**src/rtl/aes_pkg.sv**
```systemverilog
// Shared AES definitions: MixColumns coefficient rows, the 4x4 byte state view,
// the iterator FSM encoding and the GF(2^8) multiplier.
package aes_pkg;

  // First matrix row; row r is this row rotated right by r.
  localparam logic [0:3][7:0] FwdCoef = {8'h02, 8'h03, 8'h01, 8'h01};
  localparam logic [0:3][7:0] InvCoef = {8'h0e, 8'h0b, 8'h0d, 8'h09};

  // s[r][c] lands at bits [127-8*(4r+c) -: 8] when viewed as 128 bits.
  typedef logic [0:3][0:3][7:0] state_t;

  typedef enum logic [1:0] {StIdle, StBusy, StDone} fsm_e;

  function automatic logic [7:0] gf_mul(input logic [7:0] a, input logic [7:0] b);
    logic [7:0] p;
    logic [7:0] x;
    p = '0;
    x = a;
    for (int i = 0; i < 8; i++) begin
      if (b[i]) p ^= x;
      x = {x[6:0], 1'b0} ^ (x[7] ? 8'h1b : 8'h00);
    end
    return p;
  endfunction

endpackage

```
**src/rtl/mix_single_column.sv**
```systemverilog
// Combinational (Inv)MixColumns of one 32-bit column; byte s[0] in bits [31:24].
module mix_single_column
  import aes_pkg::*;
(
  input  logic [31:0] col_i,
  input  logic        inv_i,
  output logic [31:0] col_o
);

  logic [0:3][7:0] row;

  always_comb begin
    row   = inv_i ? InvCoef : FwdCoef;
    col_o = '0;
    for (int r = 0; r < 4; r++) begin
      for (int k = 0; k < 4; k++) begin
        col_o[31-8*r -: 8] ^= gf_mul(row[2'(k - r)], col_i[31-8*k -: 8]);
      end
    end
  end

endmodule

```
**src/rtl/mix_columns_iter.sv**
```systemverilog
// Iterative MixColumns/InvMixColumns over a 128-bit AES state, transforming
// COLS_PER_CYCLE columns in place per cycle with valid/ready handshakes.
module mix_columns_iter
  import aes_pkg::*;
#(
  parameter int unsigned COLS_PER_CYCLE = 1
) (
  input  logic         clk,
  input  logic         rst_n,
  input  logic         in_valid,
  output logic         in_ready,
  input  logic [127:0] in_data,
  input  logic         in_inv,
  output logic         out_valid,
  input  logic         out_ready,
  output logic [127:0] out_data,
  output logic         busy
);

  if (!(COLS_PER_CYCLE == 1 || COLS_PER_CYCLE == 2 || COLS_PER_CYCLE == 4)) begin : g_bad_cols
    $error("mix_columns_iter: COLS_PER_CYCLE must be 1, 2 or 4");
  end

  localparam int unsigned Beats    = 4 / COLS_PER_CYCLE;
  localparam logic [1:0]  LastBeat = 2'(Beats - 1);

  fsm_e       fsm_q, fsm_d;
  state_t     state_q, state_d;
  logic       inv_q, inv_d;
  logic [1:0] beat_q, beat_d;

  logic [1:0]  col_idx [COLS_PER_CYCLE];
  logic [31:0] col_in  [COLS_PER_CYCLE];
  logic [31:0] col_out [COLS_PER_CYCLE];

  always_comb begin
    for (int g = 0; g < COLS_PER_CYCLE; g++) begin
      col_idx[g] = 2'(32'(beat_q) * COLS_PER_CYCLE + 32'(g));
      col_in[g]  = {state_q[0][col_idx[g]], state_q[1][col_idx[g]],
                    state_q[2][col_idx[g]], state_q[3][col_idx[g]]};
    end
  end

  for (genvar g = 0; g < COLS_PER_CYCLE; g++) begin : g_col
    mix_single_column u_col (
      .col_i (col_in[g]),
      .inv_i (inv_q),
      .col_o (col_out[g])
    );
  end

  always_comb begin
    fsm_d   = fsm_q;
    state_d = state_q;
    inv_d   = inv_q;
    beat_d  = beat_q;
    unique case (fsm_q)
      StIdle: begin
        if (in_valid) begin
          state_d = in_data;
          inv_d   = in_inv;
          beat_d  = '0;
          fsm_d   = StBusy;
        end
      end
      StBusy: begin
        for (int g = 0; g < COLS_PER_CYCLE; g++) begin
          for (int r = 0; r < 4; r++) begin
            state_d[r][col_idx[g]] = col_out[g][31-8*r -: 8];
          end
        end
        beat_d = beat_q + 2'd1;
        if (beat_q == LastBeat) fsm_d = StDone;
      end
      StDone: begin
        if (out_ready) fsm_d = StIdle;
      end
      default: fsm_d = StIdle;
    endcase
  end

  always_ff @(posedge clk or negedge rst_n) begin
    if (!rst_n) begin
      fsm_q   <= StIdle;
      state_q <= '0;
      inv_q   <= 1'b0;
      beat_q  <= '0;
    end else begin
      fsm_q   <= fsm_d;
      state_q <= state_d;
      inv_q   <= inv_d;
      beat_q  <= beat_d;
    end
  end

  assign in_ready  = (fsm_q == StIdle);
  assign out_valid = (fsm_q == StDone);
  assign busy      = (fsm_q != StIdle);
  assign out_data  = state_q;

endmodule

```
**config.mk**
```make
export PLATFORM = sky130hd
export DESIGN_NAME = mix_columns_iter
export DESIGN_NICKNAME = d
export VERILOG_FILES = /design/src/rtl/aes_pkg.sv /design/src/rtl/mix_single_column.sv /design/src/rtl/mix_columns_iter.sv
export SDC_FILE = /design/constraint.sdc
export NUM_CORES = 1
export LEC_CHECK = 0
export CAP_MARGIN = 0
export CELL_PAD_IN_SITES_DETAIL_PLACEMENT = 0
export CELL_PAD_IN_SITES_GLOBAL_PLACEMENT = 1
export CORE_MARGIN = 4
export CORE_UTILIZATION = 37
export CTS_BUF_LIST = sky130_fd_sc_hd__clkbuf_16
export DETAILED_ROUTE_END_ITERATION = 6
export PLACE_DENSITY_LB_ADDON = 0.2
export REMOVE_ABC_BUFFERS = 1
export SLEW_MARGIN = 10
export SYNTH_ARGS = -nofsm -noshare
export SYNTH_HDL_FRONTEND = slang
export SYNTH_SLANG_ARGS = --single-unit
export TNS_END_PERCENT = 100
```
**constraint.sdc**
```tcl
create_clock -name clk -period 3.6 [get_ports clk]
set_clock_uncertainty 0.2 [all_clocks]
set_input_delay 1.08 -clock clk [delete_from_list [all_inputs] [get_ports clk]]
set_output_delay 1.08 -clock clk [all_outputs]
set_load 0.05 [all_outputs]
```
# == Word level (Yosys, flattened, before mapping) ==
# Cells that the tools add are included.
# op_classes
add_sub_neg,1
n_lt_le_gt_ge,2
n_eq_ne,6
mux,137
n_bitwise,83
reduce_logical,7
# ops
op,count
$mux 8,105
$xor 8x8->8,82
$pmux 128 s2,1
$bwmux 32,4
$mux 128,1
$mux 5,14
$bmux 8 s2,4
$mux 28,1
$demux 8 s2,1
$mux 2,4
$pmux 2 s3,1
$eq 2x2->1 const B,2
$ne 2x2->1 const B,2
$pmux 2 s2,1
$reduce_and 2->1,2
$reduce_bool 2->1,2
$ge 3x3->1 const B,1
$lt 3x1->1 const B,1
$not 2->3,1
$reduce_and 3->1,1
$add 2x1->2 const B,1
$eq 2x1->1 const B,1
$logic_not 2->1,1
$ne 2x1->1 const B,1
$logic_and 1x1->1,1
# totals
register_bits,133
input_bits,133
output_inout_bits,131
word_cells,255

# == Depth between registers and ports, before layout ==
# Gate-level depths: netlist (run 1).
# depth
depth_word,24
ltp_mapped,12

# == Modules after synthesis ==
# A second synthesis (run 1) with hierarchy kept.
# hier_totals
cells_unflattened,921
area_unflattened_um2,10515.1
# modules_own_cells
module,n_inst,cells_per_inst,area_per_inst_um2,seq_area_each_um2
mix_columns_iter,1,691,8555.7,3328.2
mix_single_column,1,230,1959.4,0.0

# == Worst setup path before layout (run 1) ==
# Ideal clock, no wire load.
# synth_timing
path_kind,flip-flop to flip-flop
from,register beat_q[0]
to,register state_q (netlist bit out_data[35])
arrival_ns,2.457
required_time_ns,3.267
setup_slack_ns,0.809
path_stages_with_launch,11
n_path_buf,3
path_cell_list,dfrtp_1 buf_6 buf_12 buf_6 mux4_2 ha_1 mux2i_1 xor2_1 xnor2_1 xnor2_1 o22ai_1
# synth_between
elab_chain_cells,23
word_cells_on_any_way,46
# synth_lines
element,line,rtl
"start, declared",mix_columns_iter.sv:30,"logic [1:0] beat_q, beat_d;"
"start signal, assigned",mix_columns_iter.sv:92,beat_q <= beat_d;
$not 2->3 (implied by the code) (*),"mix_columns_iter.sv:40, mix_columns_iter.sv:69",
$bmux 8 s2,mix_columns_iter.sv:40,"state_q[2][col_idx[g]], state_q[3][col_idx[g]]};"
$mux 8 (implied by the code) (2 in a row),mix_columns_iter.sv:40,
$mux 8,aes_pkg.sv:20,if (b[i]) p ^= x;
$xor 8x8->8,aes_pkg.sv:20,
$mux 8,aes_pkg.sv:20,
$xor 8x8->8,aes_pkg.sv:20,
$mux 8,aes_pkg.sv:20,
[5 not listed],-,
$mux 8,aes_pkg.sv:20,
$xor 8x8->8,aes_pkg.sv:20,
$mux 8,aes_pkg.sv:20,
$xor 8x8->8,aes_pkg.sv:20,
$mux 8,aes_pkg.sv:20,
$xor 8x8->8 (2 in a row),mix_single_column.sv:17,"col_o[31-8*r -: 8] ^= gf_mul(row[2'(k - r)], col_i[31-8*k -: 8]);"
$bwmux 32 (*),mix_columns_iter.sv:69,state_d[r][col_idx[g]] = col_out[g][31-8*r -: 8];
$pmux 128 s2 (*),mix_columns_iter.sv:57,unique case (fsm_q)
"end signal, assigned",mix_columns_iter.sv:90,state_q <= state_d;
"end, declared",mix_columns_iter.sv:28,"state_t state_q, state_d;"
# Mark *: on every way between the ends. The rest lies on a longest branch, timed or not. The select of a mux whose other input is x is not followed.
# A chain may end at the register's enable or synchronous reset.

# == Worst setup path after layout (run 1) ==
# layout_timing
from,register fsm_q[0]
to,output port in_ready
# layout_between
elab_chain_cells,1
# layout_lines
element,line,rtl
"start, declared",mix_columns_iter.sv:27,"fsm_e fsm_q, fsm_d;"
"start signal, assigned",mix_columns_iter.sv:84,fsm_q <= StIdle;
"start signal, assigned",mix_columns_iter.sv:89,fsm_q <= fsm_d;
$logic_not 2->1,mix_columns_iter.sv:96,assign in_ready = (fsm_q == StIdle);
"end, declared",mix_columns_iter.sv:11,"output logic in_ready,"
# No other way between the ends.

==> results of run 1 <==
final cells by class:
class                   count  area share (%)
repair buffers            296            23.3
multi-input cells         685            42.7
flip-flops and latches    133            26.0
inverters                  13           0.380
clock buffers              17            3.32
clock inverters            14            1.14
well taps                 324            3.16
worst max path at each step:
stage	end	from
after CTS	in_ready	fsm_q[0]
final	in_ready	fsm_q[0]
after global placement	out_data[77]	beat_q[0]
after floorplan	out_data[4]	beat_q[0]
after global routing	in_ready	fsm_q[0]
after detailed placement	out_data[77]	beat_q[0]
state kept, by name, indices dropped and copies added, names as in the netlist:
register	flops
fsm_q	2
out_data	128
beat_q	2
inv_q	1
layout by cell type (no fill, tap or decap), types with 12 or more instances in the layout:
| cell type | count |
|---|---|
| o22ai_1 | 14 |
| mux4_2 | 34 |
| clkdlybuf4s50_1 | 262 |
| clkbuf_16 | 17 |
| ha_1 | 12 |
| o21ai_1 | 86 |
| o21ai_0 | 23 |
| xnor2_1 | 89 |
| buf_4 | 24 |
| inv_1 | 14 |
| xnor3_1 | 19 |
| o21a_1 | 48 |
| xor2_1 | 32 |
| a21oi_1 | 121 |
| nor2_1 | 34 |
| mux2i_1 | 14 |
| and3_1 | 45 |
| dfrtp_1 | 131 |
| nand2_1 | 30 |
stage by stage:
stage	setup WS [ps]	setup TNS (ps)
3_5_place_dp	451	0
5_1_grt	163	0
3_3_place_gp	469	0
4_1_cts	209	0
2_1_floorplan	-288	-3040
6_report	239	0
layer usage:
metal	vias to the layer above	routed length (µm)
met4	0	780
met2	331	16600
li1	3747	-
met1	4024	14800
met5	-	0
met3	49	2540
cells by family (layout without fill, tap and decap cells):
family	Yosys count	in the layout	share of synthesized area, %
compound gates	327	327	20.4
xor+xnor	152	152	18.8
simple gates	144	144	8.03
flops	133	133	36.3
buf+inv	88	340	4.39
mux	50	50	10.5
fa+ha+maj	12	12	1.64
critical path: cells and delay by family, from the launching register on:
family / cells / cell delay, ps
DFF: 1 / 480
and+or+nand+nor: 1 / 350
buffers and inverters: 2 / 850
==> flow_summary.yaml, run 1 <==
status:
  status: "completed"
timing:
  period_share_pct: 93.4
  setup_viol: 0
  slew_headroom_pct: 42.5
  fmax_mhz: 298
  period_minus_slack_ps: 3360
  tightestPinTransition_ps: 863
  finalMaxSlewViolations: 0
  final-hold-violation-count: 0
  whs_ps: 320
  rsz0062_at_grt: "no"
grt:
  use_met2_pct: 41.4
  first_global_vias: 8580
  met3_usage_pct: 5.26
  grt_max_degree: 69
  busiest_layer: "met2"
  use_met1_pct: 34.4
  gr-usage-all-layers_pct: 25.4
  antenna_found_initial: 0
  grt_overflow: 0
  grt_pass1_wl_um: 52000
placement:
  gp_congestion: 0.867
  hpwl_um: 24200
  place_area_um2: 12300
  port-buffer-count: 263
  dp_cells: 1451
worst_setup_path:
  cpMaxStageDelayCell: "clkdlybuf4s50_1"
  path_cells: "or2_2 -> inv_1 -> clkdlybuf4s50_1"
  reg2reg_depth: 7
  cp_max_fo: 9
  regToRegStartpoint: "beat_q[0]"
  cp-start-kind: "register"
  crit_arrival_ps: 2080
  rr_endpoint: "out_data[93]"
  cp.required_ps: 2320
  critPathCaptureType: "output pin"
  cpPeakStageDelay_ps: 790
  r2r_setup_slack_ps: 440
  worstSetupPathType: "reg2out"
yosys:
  syn_area_um2: 9160
  synth.top_cell.area_share_pct: 36.3
  yosys.area.top_type: "dfrtp_1"
  synth_cells: 906
  yosysWarnings: 0
  synth_area_per_cell_um2: 10.1
  synthArstFlopShare_pct: 100
  synth-edff-count: 0
  netlist_top_cells_area: "dfrtp_1 (36%), xnor2_1 (8.5%), mux4_2 (8.4%), a21oi_1 (6.8%), o21ai_1 (4.7%)"
  synthMostInstantiatedCell: "dfrtp_1"
  seq_area_frac_synth_pct: 36.3
  netlist-cell-type-count: 48
  synth_seq_cells: 133
  ys_dominant_reg_cell: "dfrtp_1"
  ys_top_cells_by_count: "dfrtp_1 (133), a21oi_1 (125), xnor2_1 (89), o21ai_1 (86), clkbuf_1 (58)"
clocking:
  ctsResizeCount: 0
  clock_latency_ps: 420
  ctsHtreeMaxLevel: 4
  root_buffer: "clkbuf_16"
  cts.sinks: 133
  cts_tree: "done"
  postCtsSetupBuffers: 0
  clockBufferDepth: 2
  ctsHoldBuffers: 0
  path_clk_slew_ps: 60
  cts_buffers: 17
routing:
  drc: 0
  antenna_left: 0
  routed-via-count: 8151
  avgRoutedWirePerCell_um: 23.4
  wl_um: 34700
  drtIter0Drc: 612
  routed_via_density: 5.50
  dr.pass1.iters: 7
cells_and_area:
  multi_input_area_um2: 5480
  fin_cells: 1482
  fillCellCount: 2212
  final_nets: 1291
  syn_to_final_growth_pct: 40.1
  drive_above_1_share_pct: 10.4
  antenna_cells: 0
  post-route-util_pct: 52.8
  design_area_um2: 12800
  ff_latch_area_um2: 3330
worst_hold_path:
  worstHoldEndpoint: "out_data[7]"
  hp-start: "out_data[7]"
  holdCritPathClass: "reg2reg"
  whs_path_depth: 1
floorplanning:
  dieArea_um2: 27300
  core-area_um2: 24300
  num_io_pins: 264
  die_w_um: 165
  num_rows: 57
  die_y_um: 165
  initial_core_util_pct: 37.7
flow_run:
  drv_cap: 0
Power of run 1 is not shown: default switching activity piles up to over one toggle a cycle in this logic, so the estimate is an artifact.
==> run 2, diff against run 1 <==
- CAP_MARGIN: 0 -> 10
==> results of run 2 <==
No change in the layout: final DEF, timing and power equal those of run 1.
Power of run 2 is left out for the same reason.
